==> config.mk <==
export PLATFORM = sky130hd
export DESIGN_NAME = instr_fetch_register
export DESIGN_NICKNAME = d
export VERILOG_FILES = /design/src/rtl/instr_fetch_register.sv
export SDC_FILE = /design/constraint.sdc
export NUM_CORES = 1
export LEC_CHECK = 0
export BUFFER_PORTS_ARGS = -buffer_cell sky130_fd_sc_hd__buf_2
export CAP_MARGIN = 20
export CORE_MARGIN = 10
export CORE_UTILIZATION = 44
export DETAILED_ROUTE_END_ITERATION = 6
export GPL_TIMING_DRIVEN = 0
export PLACE_DENSITY = 0.73
export SYNTH_ARGS = -nofsm -noshare
export SYNTH_HDL_FRONTEND = slang
export SYNTH_SLANG_ARGS = --single-unit
export TNS_END_PERCENT = 100
==> constraint.sdc <==
create_clock -name clk -period 1.7 [get_ports clk]
set_input_delay 0.34 -clock clk [delete_from_list [all_inputs] [get_ports clk]]
set_output_delay 0.34 -clock clk [all_outputs]
set_load 0.005 [all_outputs]
==> src/rtl/instr_fetch_register.sv <==
// Multi-byte instruction fetch register: assembles WORDS bus bytes big-endian into an
// opcode/operand pair, hands it to the control unit with valid/ack, and drives the operand back onto the bus.
module instr_fetch_register #(
    parameter int BUS_W    = 8,
    parameter int OPCODE_W = 4,
    parameter int WORDS    = 2,
    localparam int OPERAND_W = BUS_W * WORDS - OPCODE_W
) (
    input  logic                 clk,
    input  logic                 rst_n,
    input  logic                 clear,
    input  logic                 n_load,
    input  logic                 n_enable,
    input  logic [BUS_W-1:0]     bus_in,
    input  logic                 instr_ack,
    output logic [BUS_W-1:0]     bus_out,
    output logic                 bus_oe,
    output logic [OPCODE_W-1:0]  opcode,
    output logic [OPERAND_W-1:0] operand,
    output logic                 instr_valid,
    output logic [2:0]           fill_count,
    output logic                 load_err
);

    localparam int         WORD_W  = BUS_W * WORDS;
    localparam logic [2:0] LAST_C  = 3'(WORDS - 1);
    localparam logic [2:0] WORDS_C = 3'(WORDS);

    typedef enum logic [1:0] {ST_EMPTY, ST_FILLING, ST_FULL} state_t;

    state_t                r_state;
    state_t                w_state_next;
    logic [2:0]            r_count;
    logic [2:0]            w_count_next;
    logic [2:0]            w_base_count;
    logic [WORD_W-1:0]     r_staging;
    logic [WORD_W-1:0]     w_new_word;
    logic [OPCODE_W-1:0]   r_opcode;
    logic [OPERAND_W-1:0]  r_operand;
    logic                  r_load_err;
    logic                  w_ack_full;
    logic                  w_load_accept;
    logic                  w_load_blocked;
    logic                  w_complete;
    logic [BUS_W-1:0]      w_bus_data;

    // An ack in FULL empties the register first, so a same-edge load lands in byte0.
    always_comb begin
        w_ack_full     = (r_state == ST_FULL) && instr_ack;
        w_load_accept  = !n_load && ((r_state != ST_FULL) || instr_ack);
        w_load_blocked = !n_load && (r_state == ST_FULL) && !instr_ack;
        w_base_count   = w_ack_full ? 3'd0 : r_count;
        w_new_word     = w_ack_full ? '0 : r_staging;
        if (w_load_accept) begin
            for (int i = 0; i < WORDS; i++) begin
                if (w_base_count == 3'(i)) begin
                    w_new_word[BUS_W*(WORDS-i)-1 -: BUS_W] = bus_in;
                end
            end
        end
        w_complete = w_load_accept && (w_base_count == LAST_C);
    end

    // State register
    always_ff @(posedge clk) begin
        if (!rst_n || clear) begin
            r_state <= ST_EMPTY;
        end else begin
            r_state <= w_state_next;
        end
    end

    // Next-state logic: the state is a pure function of the next fill count
    always_comb begin
        w_count_next = w_load_accept ? (w_base_count + 3'd1) : w_base_count;
        if (w_count_next == 3'd0) begin
            w_state_next = ST_EMPTY;
        end else if (w_count_next == WORDS_C) begin
            w_state_next = ST_FULL;
        end else begin
            w_state_next = ST_FILLING;
        end
    end

    always_ff @(posedge clk) begin
        if (!rst_n || clear) begin
            r_count    <= '0;
            r_staging  <= '0;
            r_opcode   <= '0;
            r_operand  <= '0;
            r_load_err <= 1'b0;
        end else begin
            r_count   <= w_count_next;
            r_staging <= w_new_word;
            if (w_complete) begin
                r_opcode  <= w_new_word[WORD_W-1 -: OPCODE_W];
                r_operand <= w_new_word[OPERAND_W-1:0];
            end
            if (w_load_blocked) begin
                r_load_err <= 1'b1;
            end
        end
    end

    generate
        if (OPERAND_W >= BUS_W) begin : g_bus_trunc
            assign w_bus_data = r_operand[BUS_W-1:0];
        end else begin : g_bus_zext
            assign w_bus_data = {{(BUS_W - OPERAND_W){1'b0}}, r_operand};
        end
    endgenerate

    // Output logic
    always_comb begin
        instr_valid = (r_state == ST_FULL);
        bus_oe      = !n_enable && (r_state == ST_FULL);
        bus_out     = bus_oe ? w_bus_data : '0;
    end

    assign opcode     = r_opcode;
    assign operand    = r_operand;
    assign fill_count = r_count;
    assign load_err   = r_load_err;

endmodule

**Word level (Yosys, flattened, before mapping)**

Index checks and enable logic that the tools add are counted.

- Add/sub/neg operators: 1
- Reduce and logical (&&, ||, !) cells: 15
- Bitwise gates (word level): 0
- Magnitude comparators: 0
- Multiplexer cells: 8
- Shifts and indexed selects: 0
- Multipliers: 0
- Equality and inequality tests: 4
- Divide/modulo/power cells: 0

Operators with widths:

| kind | count |
|---|---|
| 16-bit 2-to-1 mux | 2 |
| 8-bit 2-to-1 mux | 3 |
| 1-bit logical AND | 6 |
| 3-bit logical NOT | 2 |
| 3-bit 2-to-1 mux | 2 |
| 1-bit logical NOT | 4 |
| 3-bit by 1-bit adder with 3-bit output (second input constant) | 1 |
| 3-bit by 1-bit == test with 1-bit output (second input constant) | 1 |
| 3-bit by 2-bit == test with 1-bit output (second input constant) | 1 |
| 2-bit == test (second input constant) | 1 |
| 1-bit logical OR | 2 |
| 2-bit 2-to-1 mux | 1 |
| 2-bit != test (second input constant) | 1 |
| 2-bit OR reduction | 1 |

- Bits in writable memories: 0
- ROM bits: 0
- Flip-flop bits (word level): 38
- Memories: 0
- Latch bits: 0

**Logic depth before layout (Yosys ltp)**

Gate-level depths: netlist of the first run.

- Depth after elaboration: 7
- Mapped depth: 10
- Depth with buffers taken out: 9

**Least setup slack after synthesis of the first run**

OpenSTA, ideal clock, no wires.

- Path type: register to register
- Start point: reg r_state[0]
- End point: reg r_operand[10] (netlist: operand[10])
- Data arrival time: 1.696 ns
- Slack: -0.077 ns
- Required time: 1.619 ns
- Library setup time: 0.081 ns
- Stages on the path, launching flop included: 11
- Period minus slack after synthesis: 1.777 ns
- Path through: dfxtp_1 nand2b_4 inv_2 nand2_1 nand2_1 inv_1 ha_1 o2111a_4 buf_2 nor2_1 a211oi_2

- Cells in the longest elaborated chain, start to end: 6
- Elaborated cells between the ends (all ways): 12

RTL lines:

| element | line | source |
|---|---|---|
| from (decl) | 31 | `state_t r_state;` |
| from (signal assigned) | 69 | `r_state <= w_state_next;` |
| 2-bit == test * | -- |  |
| net instr_valid | 20 | `output logic instr_valid,` |
| 1-bit logical AND * | 49 | `w_ack_full = (r_state == ST_FULL) && instr_ack;` |
| 3-bit 2-to-1 mux | 52 | `w_base_count = w_ack_full ? 3'd0 : r_count;` |
| 3-bit logical NOT | 56 | `if (w_base_count == 3'(i)) begin` |
| 8-bit 2-to-1 mux | 56 |  |
| 16-bit 2-to-1 mux | 54 | `if (w_load_accept) begin` |
| to (signal assigned) | 97 | `r_operand <= w_new_word[OPERAND_W-1:0];` |
| to (decl) | 39 | `logic [OPERAND_W-1:0] r_operand;` |

Mark *: on every way through the listed nets, which the timed path passes. The rest lies on a longest branch.
A chain may end at the register's enable or synchronous reset.

**Worst setup path in the final report of the first run**

- Start point: reg r_state[0]
- End point: reg r_operand[11] (netlist: operand[11])

- Cells in the longest elaborated chain, start to end: 6
- Elaborated cells between the ends (all ways): 12

RTL lines:

| element | line |
|---|---|
| 2-bit == test | 49 |
| 1-bit logical AND | 49 |
| 3-bit 2-to-1 mux | 52 |
| 3-bit logical NOT | 56 |
| 8-bit 2-to-1 mux | 56 |
| 16-bit 2-to-1 mux | 54 |

Parallel ways exist; a longest one is shown, timed or not.

==> flow_summary.toml, run 1 <==
[outcome]
outcome = "complete, no violations"

[yosys]
synth_area_sq_um = 1370
synthFlopType = "dfxtp_1"
yosysUniqueCellTypes = 30
syn_inst = 143
muxShareOfSynthArea_pct = 0
synth_top_family_by_area = "compound AO/OA/AOI/OAI gates"
syn_nets = 160
synth-simple-area-share_pct = 20.4
synth_compound_area_share_pct = 27.7
yosysWarnings = 0
synth-edff-count = 0
avgSynthCellArea_sq_um = 9.56
synth-xor-area-share_pct = 0.640
synthArstFlopShare_pct = 0
yosysSeqAreaShare_pct = 43.9
synth_fa_ha_area_share_pct = 2.74
ys_ff_latch = 30

[sta]
setup_viol = 0
grt_setup_unrepaired = "true"
clock_skew_ps = 8.15
slew_violations = 0
slew_headroom_pct = 59.1
hold_violations = 0
max_slew.worst_pin.slew_ps = 614
fin_crit_sh_pct = 98.3
post-route-min-period_ps = 1670
setup_slack_ps = 29.6
hold_ws_ps = 256
fmax_mhz = 599

[floorplan]
die_x_microns = 75.8
die_y_microns = 75.8
start_util_pct = 45.5
core.rowCount = 20
die-area_sq_um = 5740
core_area_sq_um = 3000
num_io_pins = 44

[global_route]
grt_pass1_wl_mm = 6.08
grt_util_met1_pct = 15.7
grt_util_met2_pct = 22.6
grt_usage_pct = 13.9
grt-busiest-layer = "met2"
grt_pass1_vias = 1233
grtUsageMet3_pct = 4.69
grt_overflow = 0
grt_antenna_before_repair = 0
grt_max_degree = 11

[finish]
fillCellCount = 232
diodes = 0
final_common_cell = "buf_2"
area_growth_syn_to_layout_pct = 43.2
layout_common_cells = "buf_2 (44), dfxtp_1 (28), nor2_1 (20)"
drive_gt1_share_pct = 53.4
fin_util_pct = 65.2
nets = 220

[setup_path]
reg2reg_from = "r_state[0]"
worstSetupPathType = "register to register"
cp-startpoint = "r_state[0]"
start_kind = "register"
crit_required_ps = 1960
arrival_ps = 1930
cp_slowest_stage_delay_ps = 340
crit_path_cell_trace = "nand2b_4, inv_8, nand2_8, nand2_8, inv_6, ha_4, o2111a_4, buf_6, nor2_2, a211oi_2"
crit_path_frequent_cell = "nand2_8"
path_max_fanout = 7
endpoint_kind = "register"
crit_slowest_cell = "dfxtp_2"

[cts]
clock_path_buffers = 2
cts_inserted_buffers = 5
clock-sinks = 30
htree_levels = 2
insertion_delay_ps = 340
root_buffer = "clkbuf_4"
cts_tree = "done"
hold_buffers = 0
path_clk_slew_ps = 100

[power]
ir_drop_mv = 0.550
p_per_area_nw_per_um2 = 703
p_total_mw = 1.38
p_leak_nw = 0.812

[route]
drtIter0Drc = 63
viasPerCell = 5.19
num_vias = 1229
ant_nets = 0
first_pass_iters = 4
remaining_drc_errors = 0
routed_wl_mm = 3.74
wl_per_cell_microns = 15.8

[hold_path]
min_path_type = "input port to register"
worstHoldStart = "bus_in[4]"

[placement]
dpl.hpwl_mm = 2.73
port-buffer-count = 43
gp_congestion = 0.868
post-place-ws_ps = -243

[run]
drv_cap = 0
==> routing by layer <==
metal | part of all wire, % | vias up
met1 | 41 | 561
met3 | 8.0 | 7
li1 | - | 618
met5 | 0 | -
met4 | 2.2 | 0
met2 | 49 | 43
==> metrics by stage <==
| step | area [sq um] | TNS [ps] | instances |
|---|---|---|---|
| floorplan | 1380 | 0 | 143 |
| CTS | 1780 | 0 | 232 |
| finish | 1960 | 0 | 237 |
| detailed placement | 1630 | -3910 | 219 |
| global route | 1960 | -356 | 237 |
| global placement | 1630 | -2500 | 219 |
==> final cells by class <==
type	count	area, sq um	area share [%]
multi-input cells	100	836	42.7
clock inverters	2	12.5	0.639
well taps	33	41.3	2.11
clock buffers	6	51.3	2.62
plain buffers	6	47.5	2.43
flip-flops and latches	30	603	30.8
repair buffers	53	328	16.7
inverters	7	38.8	1.98
==> cells by family (layout without fill, tap and decap cells) <==
family	Yosys count	in the layout
simple gates	59	59
compound gates	37	37
flops	30	30
buf+inv	13	74
fa+ha+maj	3	3
xor+xnor	1	1
==> cell usage after synthesis (2+ instances only) <==
library cell	instances	share of area [%]
dfxtp_1	30	44
a22oi_2	8	7.3
a211oi_2	8	7.3
clkbuf_1	3	0.82
nor2_1	22	6.0
nand2_1	22	6.0
ha_1	3	2.7
and2_1	8	3.7
inv_2	3	0.82
a21oi_1	11	4.0
o2111a_4	2	2.9
inv_1	4	1.1
buf_2	2	0.73
==> state kept, by name, summed over array words and instances (netlist names) <==
register	count
r_state	2
operand	12
opcode	4
load_err	1
r_staging	8
fill_count	3
==> worst max-delay path, delay by kind of cell, from the launching register on <==
| family | cells | cell delay [ps] |
|---|---|---|
| compound gates | 2 | 480 |
| simple gates | 4 | 370 |
| flops | 1 | 340 |
| buf+inv | 3 | 250 |
| fa+ha+maj | 1 | 140 |
==> path summary, 6_finish.rpt <==
path	cells after the start	to	slack, ps
worst max-delay path	10	operand[11]	30
worst min-delay path	3	operand[4]	260
worst max register to register	10	operand[11]	30
worst min register to register	2	load_err	470
==> power breakdown <==
group / total, mW / internal, mW / switching [mW]
combinational: 0.188 / 0.0855 / 0.102
sequential: 0.726 / 0.717 / 0.00967
clock: 0.462 / 0.199 / 0.263
total: 1.38 / 1.00 / 0.375
==> repair_timing <==
item | in CTS | in global routing
resized for setup | 12 | 26
setup endpoints to repair | 37 | 26
setup buffers | 4 | 4
pin swaps | 1 | 14
cloned | 1 | 1
Note: power is estimated with default switching activity, not from simulation.
==> run 2, diff against run 1 <==
--- a/config.mk
+++ b/config.mk
@@ -10,8 +10,11 @@
 export CORE_MARGIN = 10
 export CORE_UTILIZATION = 44
 export DETAILED_ROUTE_END_ITERATION = 6
+export GPL_ROUTABILITY_DRIVEN = 0
 export GPL_TIMING_DRIVEN = 0
 export PLACE_DENSITY = 0.73
+export RECOVER_POWER = 25
+export REMOVE_ABC_BUFFERS = 1
 export SYNTH_ARGS = -nofsm -noshare
 export SYNTH_HDL_FRONTEND = slang
 export SYNTH_SLANG_ARGS = --single-unit
==> flow_summary.toml, run 2 (synthesized netlist as in run 1, its figures left out) <==
[setup_path]
crit_slowest_cell = "dfxtp_2"
crit_path_frequent_cell = "nand2_4"
crit_required_ps = 1920
worstSetupPathType = "register to register"
arrival_ps = 1930
cp_slowest_stage_delay_ps = 330
crit_path_cell_trace = "nand2b_4, inv_6, nand2_4, nand2_4, inv_2, ha_4, xor2_1, o211ai_1, buf_4, nor2_1"
cpLargestDelayFamily = "simple AND/OR/NAND/NOR gates"
start_kind = "register"
endpoint_kind = "register"
path_buf_inv = 3
path_max_fanout = 3

[cts]
hold_buffers = 0
htree_levels = 2
cts_tree = "done"
root_buffer = "clkbuf_4"
clock_path_buffers = 2
cts_inserted_buffers = 5
insertion_delay_ps = 330
path_clk_slew_ps = 100
clock-sinks = 30

[sta]
slew_violations = 0
max_slew.worst_pin.slew_ps = 392
setup_slack_ps = -11.2
fin_crit_sh_pct = 101
slew_headroom_pct = 73.8
fmax_mhz = 584
grt_setup_unrepaired = "true"
clock_skew_ps = 9.83
setup_viol = 1
hold_violations = 0
post-route-min-period_ps = 1710
hold_ws_ps = 263

[finish]
fillCellCount = 242
area_growth_syn_to_layout_pct = 36.9
fin_cells = 234
fin_util_pct = 62.3
drive_gt1_share_pct = 50.2
nets = 217
final_common_cell = "buf_2"
largest_reg_flops = 12
diodes = 0
layout_common_cells = "buf_2 (43), dfxtp_1 (28), nor2_1 (21)"

[power]
p_clk_share_pct = 33.3
p_per_area_nw_per_um2 = 730
p_comb_share_pct = 13.6
pwr-share-seq_pct = 53.1
p_sw_uw = 366
p_leak_nw = 0.790
internal_power_mw = 1.00
ir_drop_mv = 0.484
swShare_pct = 26.8

[floorplan]
core.rowCount = 20
die_x_microns = 75.8
core_area_sq_um = 3000
die_y_microns = 75.8
start_util_pct = 45.5
num_io_pins = 44
die-area_sq_um = 5740

[route]
first_pass_iters = 4
ant_nets = 0
remaining_drc_errors = 0
viasPerCell = 5.59
wl_per_cell_microns = 16.7
num_vias = 1307
drtIter0Drc = 79
routed_wl_mm = 3.90

[placement]
port-buffer-count = 43
place_inst = 213
dpl.hpwl_mm = 2.49

[global_route]
grt_usage_pct = 12.4
grt_pass1_wl_mm = 5.64
grt_antenna_before_repair = 0
grt_max_degree = 30
grt_pass1_vias = 1187
grt_overflow = 0

[outcome]
outcome = "finished with violations"
violations = "negative setup slack"

[hold_path]
min_path_type = "input port to register"

[run]
drv_cap = 0
run 2: metrics by stage:
step                      worst slack (ps)  power (mW)  instance area (sq um)  TNS [ps]
after global routing                 -66.4        1.42                   1870      -137
after CTS                             9.44        1.35                   1790         0
after floorplan                      -45.2       0.832                   1330      -362
after detailed placement              -287       0.879                   1590     -5310
final                                -11.2        1.37                   1870     -11.2
after global placement                -196       0.873                   1590     -3250
run 2: layer usage:
metal | vias up | global-route usage [%] | routed length, microns
met5 | - | 0 | 0
met4 | 0 | 5.15 | 63
met1 | 615 | 14.3 | 1490
met2 | 63 | 21.3 | 1990
met3 | 8 | 3.13 | 354
li1 | 621 | - | -
run 2: power groups by stage:
stage          logic [mW]  clock network [mW]  registers, mW
2_1_floorplan      0.0911                   0          0.740
3_3_place_gp        0.134                   0          0.740
3_5_place_dp        0.139                   0          0.741
4_1_cts             0.166               0.458          0.724
5_1_grt             0.199               0.495          0.727
6_report            0.186               0.455          0.725
run 2: final timing paths:
path,start,to,slack [ps],cells after the start
worst max-delay path,r_state[0],r_state[0],-10,10
worst min-delay path,bus_in[6],operand[6],260,3
worst max register to register,r_state[0],r_state[0],-10,10
worst min register to register,operand[1],operand[1],470,2
run 2: worst register-to-register path: stages, from the launching register on:
cell	delay (ps)
dfxtp_2	330
nand2b_4	170
inv_6	70
nand2_4	70
nand2_4	110
inv_2	70
ha_4	170
xor2_1	150
o211ai_1	270
buf_4	160
nor2_1	30
run 2: final cells by class:
class	count	area (sq um)	share of cell area, %
well taps	33	41.3	2.21
inverters	7	31.3	1.67
clock inverters	2	12.5	0.668
repair buffers	54	330	17.6
flip-flops and latches	30	603	32.2
clock buffers	6	51.3	2.74
multi-input cells	102	802	42.8
run 2: repair_timing:
item                       4_1_cts  5_1_grt
pin swaps                        7        7
setup buffers                    8        2
resized for setup               13        7
setup endpoints to repair       37       18
cloned                           2        0
